[config.mk]
export PLATFORM = sky130hd
export DESIGN_NAME = programmable_delay_buffer
export DESIGN_NICKNAME = d
export VERILOG_FILES = /design/src/rtl/fft_pkg.sv /design/src/rtl/dual_port_ram.sv /design/src/rtl/programmable_delay_buffer.sv
export SDC_FILE = /design/constraint.sdc
export NUM_CORES = 1
export LEC_CHECK = 0
export BUFFER_PORTS_ARGS = -buffer_cell sky130_fd_sc_hd__buf_4
export CAP_MARGIN = 15
export CORE_ASPECT_RATIO = 1.5
export CORE_MARGIN = 1
export CORE_UTILIZATION = 45
export DETAILED_ROUTE_END_ITERATION = 10
export SLEW_MARGIN = 20
export SYNTH_ARGS = -nofsm -noshare
export SYNTH_HDL_FRONTEND = slang
export SYNTH_HIERARCHICAL = 1
export SYNTH_SLANG_ARGS = --single-unit
[constraint.sdc]
create_clock -name clock -period 5.4 [get_ports clock]
set_input_delay 0.81 -clock clock [delete_from_list [all_inputs] [get_ports clock]]
set_output_delay 0.81 -clock clock [all_outputs]
set_load 0.1 [all_outputs]
[src/rtl/fft_pkg.sv]
// Constants and helpers shared by the FFT datapath blocks.
package fft_pkg;

  localparam int unsigned DefaultWidth    = 16;
  localparam int unsigned DefaultMaxDepth = 32;

  // Width that can represent every delay or count from 0 to max_depth inclusive.
  function automatic int unsigned delay_width(input int unsigned max_depth);
    return $clog2(max_depth) + 1;
  endfunction

endpackage

[src/rtl/dual_port_ram.sv]
// Simple dual-port RAM: one synchronous write port and one combinational read port.
module dual_port_ram #(
  parameter int unsigned DataWidth = 32,
  parameter int unsigned Depth     = 32,
  localparam int unsigned AddrWidth = $clog2(Depth)
) (
  input  logic                 i_clock,
  input  logic                 i_wr_en,
  input  logic [AddrWidth-1:0] i_wr_addr,
  input  logic [DataWidth-1:0] i_wr_data,
  input  logic [AddrWidth-1:0] i_rd_addr,
  output logic [DataWidth-1:0] o_rd_data
);

  logic [DataWidth-1:0] r_mem [Depth];

  always_ff @(posedge i_clock) begin
    if (i_wr_en) begin
      r_mem[i_wr_addr] <= i_wr_data;
    end
  end

  assign o_rd_data = r_mem[i_rd_addr];

endmodule

[src/rtl/programmable_delay_buffer.sv]
// Delays a complex sample stream by a run-time programmable number of accepted samples,
// using a circular buffer and a fill counter that gates the output valid pulse.
module programmable_delay_buffer
  import fft_pkg::*;
#(
  parameter int unsigned WIDTH         = DefaultWidth,
  parameter int unsigned MAX_DEPTH     = DefaultMaxDepth,
  parameter int unsigned DEFAULT_DELAY = DefaultMaxDepth,
  localparam int unsigned DW = delay_width(MAX_DEPTH)
) (
  input  logic             clock,
  input  logic             reset,
  input  logic             data_input_valid,
  input  logic [WIDTH-1:0] data_input_real,
  input  logic [WIDTH-1:0] data_input_complex,
  input  logic             delay_load,
  input  logic [DW-1:0]    delay_length,
  output logic             data_output_valid,
  output logic [WIDTH-1:0] data_output_real,
  output logic [WIDTH-1:0] data_output_complex,
  output logic [DW-1:0]    fill_level
);

  localparam int unsigned AW = $clog2(MAX_DEPTH);

  logic [AW-1:0]      r_wr_ptr;
  logic [DW-1:0]      r_fill;
  logic [DW-1:0]      r_delay;
  logic               r_out_valid;
  logic [WIDTH-1:0]   r_out_real;
  logic [WIDTH-1:0]   r_out_imag;

  logic [DW-1:0]      w_load_delay;
  logic [DW-1:0]      w_delay;
  logic [DW-1:0]      w_fill_next;
  logic [AW-1:0]      w_rd_addr;
  logic               w_wr_en;
  logic [2*WIDTH-1:0] w_wr_data;
  logic [2*WIDTH-1:0] w_rd_data;
  logic [2*WIDTH-1:0] w_out_data;

  always_comb begin
    w_load_delay = delay_length;
    if (delay_length == '0) begin
      w_load_delay = DW'(1);
    end else if (delay_length > DW'(MAX_DEPTH)) begin
      w_load_delay = DW'(MAX_DEPTH);
    end
  end

  // A load takes effect on the same edge, including for a coincident sample.
  assign w_delay   = delay_load ? w_load_delay : r_delay;
  assign w_rd_addr = r_wr_ptr - AW'(w_delay - DW'(1));
  assign w_wr_en   = data_input_valid && !reset;
  assign w_wr_data = {data_input_real, data_input_complex};

  always_comb begin
    w_fill_next = r_fill;
    if (delay_load) begin
      w_fill_next = data_input_valid ? DW'(1) : '0;
    end else if (data_input_valid && (r_fill != DW'(MAX_DEPTH))) begin
      w_fill_next = r_fill + DW'(1);
    end
  end

  // With D=1 the read address is the slot being written this edge, so bypass the RAM.
  assign w_out_data = (w_delay == DW'(1)) ? w_wr_data : w_rd_data;

  always_ff @(posedge clock) begin
    if (reset) begin
      r_wr_ptr    <= '0;
      r_fill      <= '0;
      r_delay     <= DW'(DEFAULT_DELAY);
      r_out_valid <= 1'b0;
      r_out_real  <= '0;
      r_out_imag  <= '0;
    end else begin
      r_fill      <= w_fill_next;
      r_out_valid <= data_input_valid && !delay_load && (w_fill_next >= w_delay);
      if (delay_load) begin
        r_delay <= w_load_delay;
      end
      if (data_input_valid) begin
        r_wr_ptr                 <= r_wr_ptr + AW'(1);
        {r_out_real, r_out_imag} <= w_out_data;
      end
    end
  end

  dual_port_ram #(
    .DataWidth (2 * WIDTH),
    .Depth     (MAX_DEPTH)
  ) u_ram (
    .i_clock   (clock),
    .i_wr_en   (w_wr_en),
    .i_wr_addr (r_wr_ptr),
    .i_wr_data (w_wr_data),
    .i_rd_addr (w_rd_addr),
    .o_rd_data (w_rd_data)
  );

  assign data_output_valid   = r_out_valid;
  assign data_output_real    = r_out_real;
  assign data_output_complex = r_out_imag;
  assign fill_level          = r_fill;

endmodule

==> results of run 1 <==
-- cells by family (layout without fill, tap and decap cells) --
group,after synthesis,in the layout,share of synthesized area
simple gates,357,357,0.0387
buf+inv,158,351,0.0212
xor+xnor,11,11,0.00227
compound gates,340,340,0.0550
mux,547,547,0.129
flops,1074,1074,0.749
fa+ha+maj,17,17,0.00519
-- cell usage after synthesis, types with 2 or more instances --
master    number
a211oi_1      32
a21o_1         4
a21oi_1      103
a22o_1        64
a22oi_1       98
a31oi_1       33
buf_1          6
buf_2         26
buf_4         33
buf_6         19
clkbuf_1      60
clkbuf_4       2
dfxtp_1       50
edfxtp_1    1024
ha_1          16
inv_1         12
mux2i_1      547
nand2_1      103
nand2b_1       4
nand3_1       99
nand3b_1       5
nand4_1        4
nor2_1        88
nor2b_1        2
nor3_1        38
nor3b_1        2
o21ai_0        4
or3b_2         3
xnor2_1        6
xor2_1         5
-- final cells by class --
| type | instances | share of cell area |
|---|---|---|
| clock buffer | 123 | 0.0535 |
| clock inverter | 50 | 0.0130 |
| inverter | 12 | 0.000933 |
| multi-input combinational | 1272 | 0.208 |
| sequential | 1074 | 0.658 |
| tap | 1251 | 0.0324 |
| timing repair buffer | 166 | 0.0344 |
-- flip-flops by register name, indices dropped and copies added (netlist names) --
register and cells:
data_output_valid 1, data_output_complex 16, r_wr_ptr 5, fill_level 6
data_output_real 16, r_delay 6, u_ram/r_mem 1024
-- cells in the final DEF (no fill, tap or decap), types with 3 or more instances in the layout --
cell,synthesis,final
inv_1,12,12
bufinv_16,0,14
a22oi_1,98,98
nor2_1,88,55
clkbuf_16,0,97
clkinv_2,0,19
clkinvlp_4,0,5
or3b_2,3,3
buf_12,0,33
nand3_1,99,99
ha_1,16,15
nand3b_1,5,5
nor2_4,0,33
a31oi_1,33,33
clkinv_1,0,9
a22o_1,64,64
a21o_1,4,4
clkbuf_1,60,20
buf_4,33,133
mux2i_1,547,547
a211oi_1,32,32
xor2_1,5,5
edfxtp_1,1024,1024
dfxtp_1,50,50
clkbuf_8,0,6
xnor2_1,6,6
nor3_1,38,38
a21oi_1,103,103
o21ai_0,4,4
nand2_1,103,102
nand4_1,4,4
-- through the flow --
stage / power [mW] / hold slack [ns] / cell area, sq um / worst slack (ns) / util
final: 19.1 / 0.437 / 48300 / 1.27 / 0.518
after floorplan: 11.4 / 0.475 / 42400 / 1.58 / -
after CTS: 19.2 / 0.375 / 48300 / 1.30 / 0.518
after global placement: 12.2 / 0.488 / 45100 / 0.611 / 0.483
after detailed placement: 12.2 / 0.491 / 45100 / 0.579 / 0.483
after global routing: 19.7 / 0.430 / 48300 / 1.07 / 0.518
-- final timing paths --
check / to / slack, ns / start
hold reg to reg: data_output_real[5]$_SDFFE_PP0P_ / 0.49 / data_output_real[5]$_SDFFE_PP0P_
hold / removal: fill_level[5]$_SDFF_PP0_ / 0.44 / delay_load
setup reg to reg: data_output_complex[3]$_SDFFE_PP0P_ / 1.54 / r_delay[1]$_SDFF_PP0_
setup / recovery: data_output_complex[3]$_SDFFE_PP0P_ / 1.27 / delay_load
-- power by group --
group | switching (mW) | internal [mW] | leakage [nW]
Sequential | 0.0615 | 9.18 | 9.62
Combinational | 1.83 | 0.995 | 6.17
Clock | 2.96 | 4.05 | 1.57
-- worst max-delay path: cells and delay by family --
family | cells | cell delay (ns)
fa+ha+maj | 3 | 0.93
buf+inv | 8 | 1.23
mux | 1 | 0.30
compound gates | 4 | 0.70
simple gates | 4 | 0.61
-- metal layers --
layer / routed length, um / GRT usage
met4: 2790 / 0.0706
met1: 43800 / 0.291
met2: 56500 / 0.403
met5: 0 / 0
met3: 5260 / 0.0287
==> flow_summary.yaml, run 1 <==
outcome:
  outcome: "finished, final reports clean"
place:
  gp_congestion: 0.811
  port_buffers: 80
  dp_cells: 3775
  place_hpwl_um: 61500
die:
  die_h_um: 378
  num_rows: 137
  die_area_sq_mm: 0.0955
  coreArea_sq_mm: 0.0932
  io_pins: 81
  initial_core_util: 0.455
  die_w_um: 253
critical_path:
  path_max_fanout: 25
  arrival_ns: 4.63
  worstSetupEndpointType: "register"
  r2r_cells: 17
  crit_chain: "buf_4, inv_1, nor3b_1, a21oi_1, inv_1, ha_1, inv_1, ha_1, inv_1, fa_1, inv_1, and2_4, buf_12, buf_12, a22o_1, nor3_1, a31oi_1, nand3_1, mux2i_1, a211oi_1"
  cp_slowest_stage_delay_ns: 0.48
  worstSetupPathType: "input port to register"
  required_ns: 5.90
  cp_slowest_cell: "fa_1"
  cpMostUsedCell: "inv_1"
  critPathLaunchType: "input port"
logic_synthesis:
  yosysTopAreaCell: "edfxtp_1"
  synth_edf_count: 1024
  ys.flop_type: "edfxtp_1"
  ys_warn_count: 6
  yosys-top-cells-area: "edfxtp_1, mux2i_1, dfxtp_1"
  synthCells: 2504
  synth-seq-area-share: 0.749
  async_flop_share: 0
  syn_area_sq_mm: 0.0424
  syn-num-nets: 2563
  syn_area_per_cell_sq_um: 16.9
  ys_ff_latch: 1074
  synth_cell_types: 42
  netlist.area_leader.share: 0.725
sta:
  slew-limit-headroom: 0.294
  rsz0062_at_grt: "false"
  setup_violations: 0
  finalMaxSlewViolations: 0
  finalClockSkew_ns: 0.0313
  tns_ns: 0
  min_period_ns: 4.13
  period_share: 0.764
  fmax_mhz: 242
  finalHoldViolations: 0
  worst_slew_pin_slew_ns: 1.06
clock_tree:
  cts-root-buf: "clkbuf_16"
  htree_num_levels: 3
  cts_sinks: 1074
  cts.clk_slew.worst_paths_ns: 0.06
  cts_tree: "yes"
  post_cts_resized: 0
  cts_made_buffers: 93
  postCtsHoldBufs: 0
  clkLatencyLatePin_ns: 0.70
  cts_setup_buffers: 0
  cts.path.max_buffers: 3
finish:
  stdcell_count: 3948
  antenna_cells: 0
  area_delta_synth_final_pct: 13.8
  fillers: 7570
  nets: 2678
  regArea_sq_mm: 0.0318
  drive_above_1_share: 0.133
  multi_input_area_sq_mm: 0.0100
grt:
  grtUsageTotal: 0.228
  grt_pass1_wl_um: 157000
  grt_max_degree: 89
  antenna_found_initial: 0
  grt_pass1_vias: 22947
  grt-ovfl-total: 0
worst_hold_path:
  hold_class: "input port to register"
  hold_depth: 2
run:
  maxCapViolCount: 0
routing:
  wl_um: 108000
  drtAntennaViolNets: 0
  vias: 22819
  drtIter0Drc: 2001
  drtPass1Iterations: 5
  drc_errors: 0
  avgViaCountPerCell: 5.78
  wl_per_cell_um: 27.4
power_and_ir_drop:
  vdd_drop_max_v: 0.000233
  cellPowerDensity_mw_per_mm2: 395
  leakagePower_nw: 17.4
Power figures use the tool's default switching activity.
==> run 2: changes to the inputs <==
==> constraint.sdc (replaced) <==
create_clock -name clock -period 3.4 [get_ports clock]
set_input_delay 0.51 -clock clock [delete_from_list [all_inputs] [get_ports clock]]
set_output_delay 0.51 -clock clock [all_outputs]
set_load 0.1 [all_outputs]
==> run 2 against run 1 <==
Compared with the run above:
- the run now ends with setup timing left
- sequential power is 59% higher
- clock skew down 0.0032 ns
- combinational power rose by 82%
- core utilization is 1.3 points higher
- worst setup slack got worse by 1.3 ns
- global-route usage up 1.1 points
- clock power is 50% higher
- final area is 2.5% higher
==> flow_summary.yaml, run 2 (same netlist as run 1, synthesis figures left out) <==
critical_path:
  path_max_fanout: 14
  required_ns: 3.94
  arrival_ns: 3.96
  critPathLaunchType: "register"
  r2r_cells: 17
  rrSetupSlack_ns: -0.03
  worstSetupEndpointType: "register"
  worstSetupPathType: "register to register"
clock_tree:
  cts_made_buffers: 92
  cts_tree: "yes"
  htree_num_levels: 3
  cts-root-buf: "clkbuf_16"
  clkLatencyLatePin_ns: 0.70
  cts.path.max_buffers: 3
  cts_sinks: 1074
  cts.clk_slew.worst_paths_ns: 0.07
sta:
  layout_setup_ws_ns: -0.0252
  setup_violations: 1
  finalClockSkew_ns: 0.0280
  worst_slew_pin_slew_ns: 0.945
  fmax_mhz: 292
  period_share: 1.01
  rsz0062_at_grt: "true"
  finalMaxSlewViolations: 0
  finalHoldViolations: 0
  min_period_ns: 3.43
  slew-limit-headroom: 0.370
  tns_ns: -0.0252
place:
  pre_cts_ws_ns: -0.724
  place_hpwl_um: 66200
  place_area_sq_mm: 0.0463
  port_buffers: 80
  gp_congestion: 0.821
  dp_cells: 3910
power_and_ir_drop:
  p_sw_frac: 0.260
  pwr-share-seq: 0.484
  clockPowerShare: 0.346
  switchingPower_mw: 7.87
  cellPowerDensity_mw_per_mm2: 612
  p_int_mw: 22.4
  power_frac_comb: 0.170
  vdd_drop_max_v: 0.000357
  leakagePower_nw: 18.0
finish:
  drive_above_1_share: 0.177
  largest_reg_flops: 1024
  final_cell_mix: "edfxtp_1, mux2i_1, buf_4"
  area_delta_synth_final_pct: 16.6
  stdcell_count: 4082
  mostFrequentLayoutCell: "edfxtp_1"
  nets: 2816
  antenna_cells: 0
  top_register: "u_ram/r_mem"
  final_util: 0.530
  fin_area_sq_mm: 0.0495
grt:
  grt-ovfl-total: 0
  grt_pass1_vias: 23560
  grt_pass1_wl_um: 162000
  antenna_found_initial: 2
  grtUsageTotal: 0.239
  grt_max_degree: 51
die:
  initial_core_util: 0.455
  die_w_um: 253
  coreArea_sq_mm: 0.0932
  io_pins: 81
  die_h_um: 378
  die_area_sq_mm: 0.0955
  num_rows: 137
worst_hold_path:
  hold_depth: 1
  hold_class: "input port to register"
routing:
  drtPass1Iterations: 5
  wl_um: 114000
  vias: 23539
  drtAntennaViolNets: 0
  wl_per_cell_um: 27.9
  avgViaCountPerCell: 5.77
  drtIter0Drc: 2032
  drc_errors: 0
run:
  maxCapViolCount: 0
outcome:
  outcome: "complete, but fails checks"
  violations: "setup timing"
## run 2: changes by cell type in the layout (fill, tap and decap cells not counted), sizes merged
| cell | before | now |
|---|---|---|
| clkinv | 30 | 36 |
| bufinv | 14 | 9 |
| clkinvlp | 5 | 9 |
| inv | 13 | 15 |
| clkbuf | 123 | 112 |
| buf | 166 | 304 |
## run 2: path summary, 6_finish.rpt
kind,startpoint,endpoint
max,r_delay[1]$_SDFF_PP0_,data_output_complex[2]$_SDFFE_PP0P_
min,data_input_complex[7],u_ram/r_mem[26][7]$_DFFE_PP_
max reg2reg,r_delay[1]$_SDFF_PP0_,data_output_complex[2]$_SDFFE_PP0P_
min reg2reg,data_output_real[8]$_SDFFE_PP0P_,data_output_real[8]$_SDFFE_PP0P_
## run 2: worst max-delay path: stages (launching register included)
cell and delay [ns]:
dfxtp_2 0.34, a21oi_4 0.14, inv_1 0.06, ha_1 0.26, inv_1 0.07, ha_2 0.18
inv_1 0.06, fa_1 0.53, inv_2 0.08, and2b_4 0.32, buf_4 0.20, buf_12 0.17
a22o_1 0.16, nor3_2 0.05, a31oi_2 0.22, nand3_1 0.11, mux2i_1 0.21, a211oi_1 0.10
## run 2: power groups by stage
stage	registers [mW]	logic, mW	clock network (mW)
finish	14.7	5.13	10.5
global route	14.7	5.44	11.1
CTS	14.7	5.05	10.6
detailed placement	14.9	5.01	0
global placement	14.9	4.96	0
floorplan	15.4	2.69	0
## run 2: what timing repair did
item | CTS | global route
resized for setup | 10 | 19
setup endpoints to repair | 25 | 23
setup buffers | 2 | 2
hold buffers | 0 | 0
cloned | 0 | 1
pin swaps | 5 | 6
## run 2: stage by stage
stage          power (mW)  hold WS (ns)
2_1_floorplan        18.0         0.475
3_3_place_gp         19.9         0.488
3_5_place_dp         20.0         0.482
4_1_cts              30.3         0.189
5_1_grt              31.2         0.220
6_report             30.3         0.229
## run 2: layout make-up
class,count,area [sq um]
Inverter,12,45.0
Tap cell,1251,1570
Sequential cell,1074,31800
Multi-Input combinational cell,1272,10100
Clock buffer,111,2420
Timing Repair Buffer,305,3010
Clock inverter,57,551
Fill cell,7504,43800
## run 2: metal layers
| layer | global-route usage | up-vias | part of all wire |
|---|---|---|---|
| li1 | - | 10362 | - |
| met1 | 0.308 | 12240 | 0.40 |
| met2 | 0.409 | 767 | 0.51 |
| met3 | 0.0392 | 166 | 0.063 |
| met4 | 0.0779 | 4 | 0.027 |
| met5 | 0 | - | 0.00025 |
==> run 3: changes to the inputs <==
--- a/config.mk
+++ b/config.mk
@@ -7,10 +7,13 @@
 export LEC_CHECK = 0
 export BUFFER_PORTS_ARGS = -buffer_cell sky130_fd_sc_hd__buf_4
 export CAP_MARGIN = 15
+export CELL_PAD_IN_SITES_DETAIL_PLACEMENT = 0
+export CELL_PAD_IN_SITES_GLOBAL_PLACEMENT = 1
 export CORE_ASPECT_RATIO = 1.5
 export CORE_MARGIN = 1
 export CORE_UTILIZATION = 45
 export DETAILED_ROUTE_END_ITERATION = 10
+export PLACE_DENSITY_LB_ADDON = 0.1
 export SLEW_MARGIN = 20
 export SYNTH_ARGS = -nofsm -noshare
 export SYNTH_HDL_FRONTEND = slang
==> run 3 against run 2 <==
Compared with the run above:
- the run now ends clean
- combinational power increased by 5.1%
- critical path depth increased by 1
- non-clock buffer count increased by 12
- die area unchanged
- total power increased by 3.8%
- worst hold slack got worse by 0.098 ns
- final area increased by 1.5%
- sequential share of layout area decreased by 0.96 points
- sequential power about the same
- via count increased by 0.22%
- clock skew decreased by 0.0031 ns
- core utilization increased by 0.80 points
==> flow_summary.yaml, run 3 (same netlist as run 1, synthesis figures left out) <==
sta:
  finalMaxSlewViolations: 0
  rsz0062_at_grt: "true"
  finalHoldViolations: 0
  setup_violations: 0
  fmax_mhz: 301
  period_share: 0.977
  slew-limit-headroom: 0.221
  layout_setup_ws_ns: 0.0775
  finalClockSkew_ns: 0.0249
  holdWs_ns: 0.132
  worst_slew_pin_slew_ns: 1.17
  min_period_ns: 3.32
clock_tree:
  htree_num_levels: 3
  cts_tree: "yes"
  clkLatencyLatePin_ns: 0.70
  cts-root-buf: "clkbuf_16"
  cts.clk_slew.worst_paths_ns: 0.06
  postCtsHoldBufs: 0
  cts.path.max_buffers: 3
  cts_sinks: 1074
  cts_made_buffers: 102
critical_path:
  r2r_cells: 18
  arrival_ns: 3.83
  worstSetupPathType: "register to register"
  rrSetupSlack_ns: 0.08
  crit_path_end: "data_output_real[8]$_SDFFE_PP0P_"
  rr_endpoint: "data_output_real[8]$_SDFFE_PP0P_"
  critPathLaunchType: "register"
  path_max_fanout: 8
  required_ns: 3.91
  crit_path_start: "r_delay[1]$_SDFF_PP0_"
  worstReg2RegStart: "r_delay[1]$_SDFF_PP0_"
  worstSetupEndpointType: "register"
worst_hold_path:
  hold_class: "input port to register"
power_and_ir_drop:
  vdd_drop_max_v: 0.000390
  leakagePower_nw: 18.4
  cellPowerDensity_mw_per_mm2: 625
  finalPower_mw: 31.4
finish:
  fillers: 7552
  multi_input_area_sq_mm: 0.0102
  drive_above_1_share: 0.187
  top_register: "u_ram/r_mem"
  largest_reg_flops: 1024
  area_delta_synth_final_pct: 18.4
  final_util: 0.539
  regArea_sq_mm: 0.0318
  final_cell_mix: "edfxtp_1, mux2i_1, buf_4"
  antenna_cells: 0
  mostFrequentLayoutCell: "edfxtp_1"
  nets: 2838
grt:
  grt_max_degree: 54
  grt_pass1_vias: 23818
  grt-ovfl-total: 0
  grtUsageTotal: 0.252
  grt_pass1_wl_um: 169000
  antenna_found_initial: 2
routing:
  vias: 23591
  drc_errors: 0
  wl_per_cell_um: 29.0
  drtIter0Drc: 1826
  drtAntennaViolNets: 0
  avgViaCountPerCell: 5.73
  wl_um: 120000
  drtPass1Iterations: 5
outcome:
  outcome: "finished, final reports clean"
die:
  coreArea_sq_mm: 0.0932
  die_h_um: 378
  die_area_sq_mm: 0.0955
  num_rows: 137
  die_w_um: 253
  initial_core_util: 0.455
  io_pins: 81
place:
  pre_cts_ws_ns: -0.790
  place_hpwl_um: 69700
  gp_congestion: 0.784
  port_buffers: 80
run:
  maxCapViolCount: 0
[run 3: changes by cell type in the layout (fill, tap and decap cells not counted), moves of 4 or more]
cell        before  now
buf_16           0    4
buf_12          53   65
clkbuf_16       95  108
clkinvlp_4       9    5
clkbuf_1        17   21
clkinv_2        10   23
[run 3: what timing repair did]
item | 4_1_cts | 5_1_grt
setup endpoints to repair | 32 | 29
gates resized for setup | 19 | 21
cloned | 1 | 1
pin swaps | 6 | 14
buffers inserted | 5 | 12
hold endpoints to repair | 0 | 0
[run 3: layer usage]
| metal | vias to the layer above | track usage | share of wire |
|---|---|---|---|
| met5 | - | 0 | 0.00023 |
| met4 | 4 | 0.0746 | 0.022 |
| met3 | 137 | 0.0276 | 0.039 |
| met2 | 592 | 0.445 | 0.52 |
| met1 | 12443 | 0.325 | 0.42 |
| li1 | 10415 | - | - |
[run 3: area by class of cell]
cell class | count | area share
Clock buffer | 129 | 0.0552
Clock inverter | 65 | 0.0112
Inverter | 12 | 0.000947
Multi-Input combinational cell | 1272 | 0.202
Sequential cell | 1074 | 0.632
Tap cell | 1251 | 0.0312
Timing Repair Buffer | 317 | 0.0667
[run 3: worst min path at each step]
stage,start,endpoint,slack (ns),cells after the start
after floorplan,r_delay[5]$_SDFF_PP1_,r_delay[5]$_SDFF_PP1_,0.47,2
after global placement,data_output_real[5]$_SDFFE_PP0P_,data_output_real[5]$_SDFFE_PP0P_,0.48,2
after detailed placement,data_output_real[4]$_SDFFE_PP0P_,data_output_real[4]$_SDFFE_PP0P_,0.48,2
after CTS,delay_length[5],r_delay[5]$_SDFF_PP1_,0.1,3
after global routing,delay_length[5],r_delay[5]$_SDFF_PP1_,0.14,3
final,delay_length[5],r_delay[5]$_SDFF_PP1_,0.13,3
[run 3: report_power, final]
| part | leakage [nW] | internal [mW] | switching [mW] | total (mW) |
|---|---|---|---|---|
| Clock | 1.63 | 6.46 | 4.88 | 11.3 |
| Combinational | 7.12 | 2.20 | 3.19 | 5.39 |
| Sequential | 9.63 | 14.6 | 0.0901 | 14.7 |
[run 3: through the flow]
step	cells	setup TNS (ns)	area, sq um
2_1_floorplan	2504	-19.92	42400
3_3_place_gp	3903	-18.57	46400
3_5_place_dp	3906	-20.10	46500
4_1_cts	4106	0	50000
5_1_grt	4120	-0.0906	50200
6_report	4120	0	50200
[run 3: worst max-delay path, cell delays in order, from the launching register on]
cell      delay, ns
dfxtp_2        0.33
a21oi_4        0.17
inv_2          0.08
ha_4           0.22
inv_4          0.05
ha_4           0.13
inv_2          0.04
fa_1           0.57
inv_2          0.06
buf_4          0.14
nor2_4         0.20
buf_12         0.17
buf_12         0.13
a22o_1         0.14
nor3_1         0.05
a31oi_1        0.29
nand3_1        0.13
mux2i_1        0.15
a211oi_1       0.09
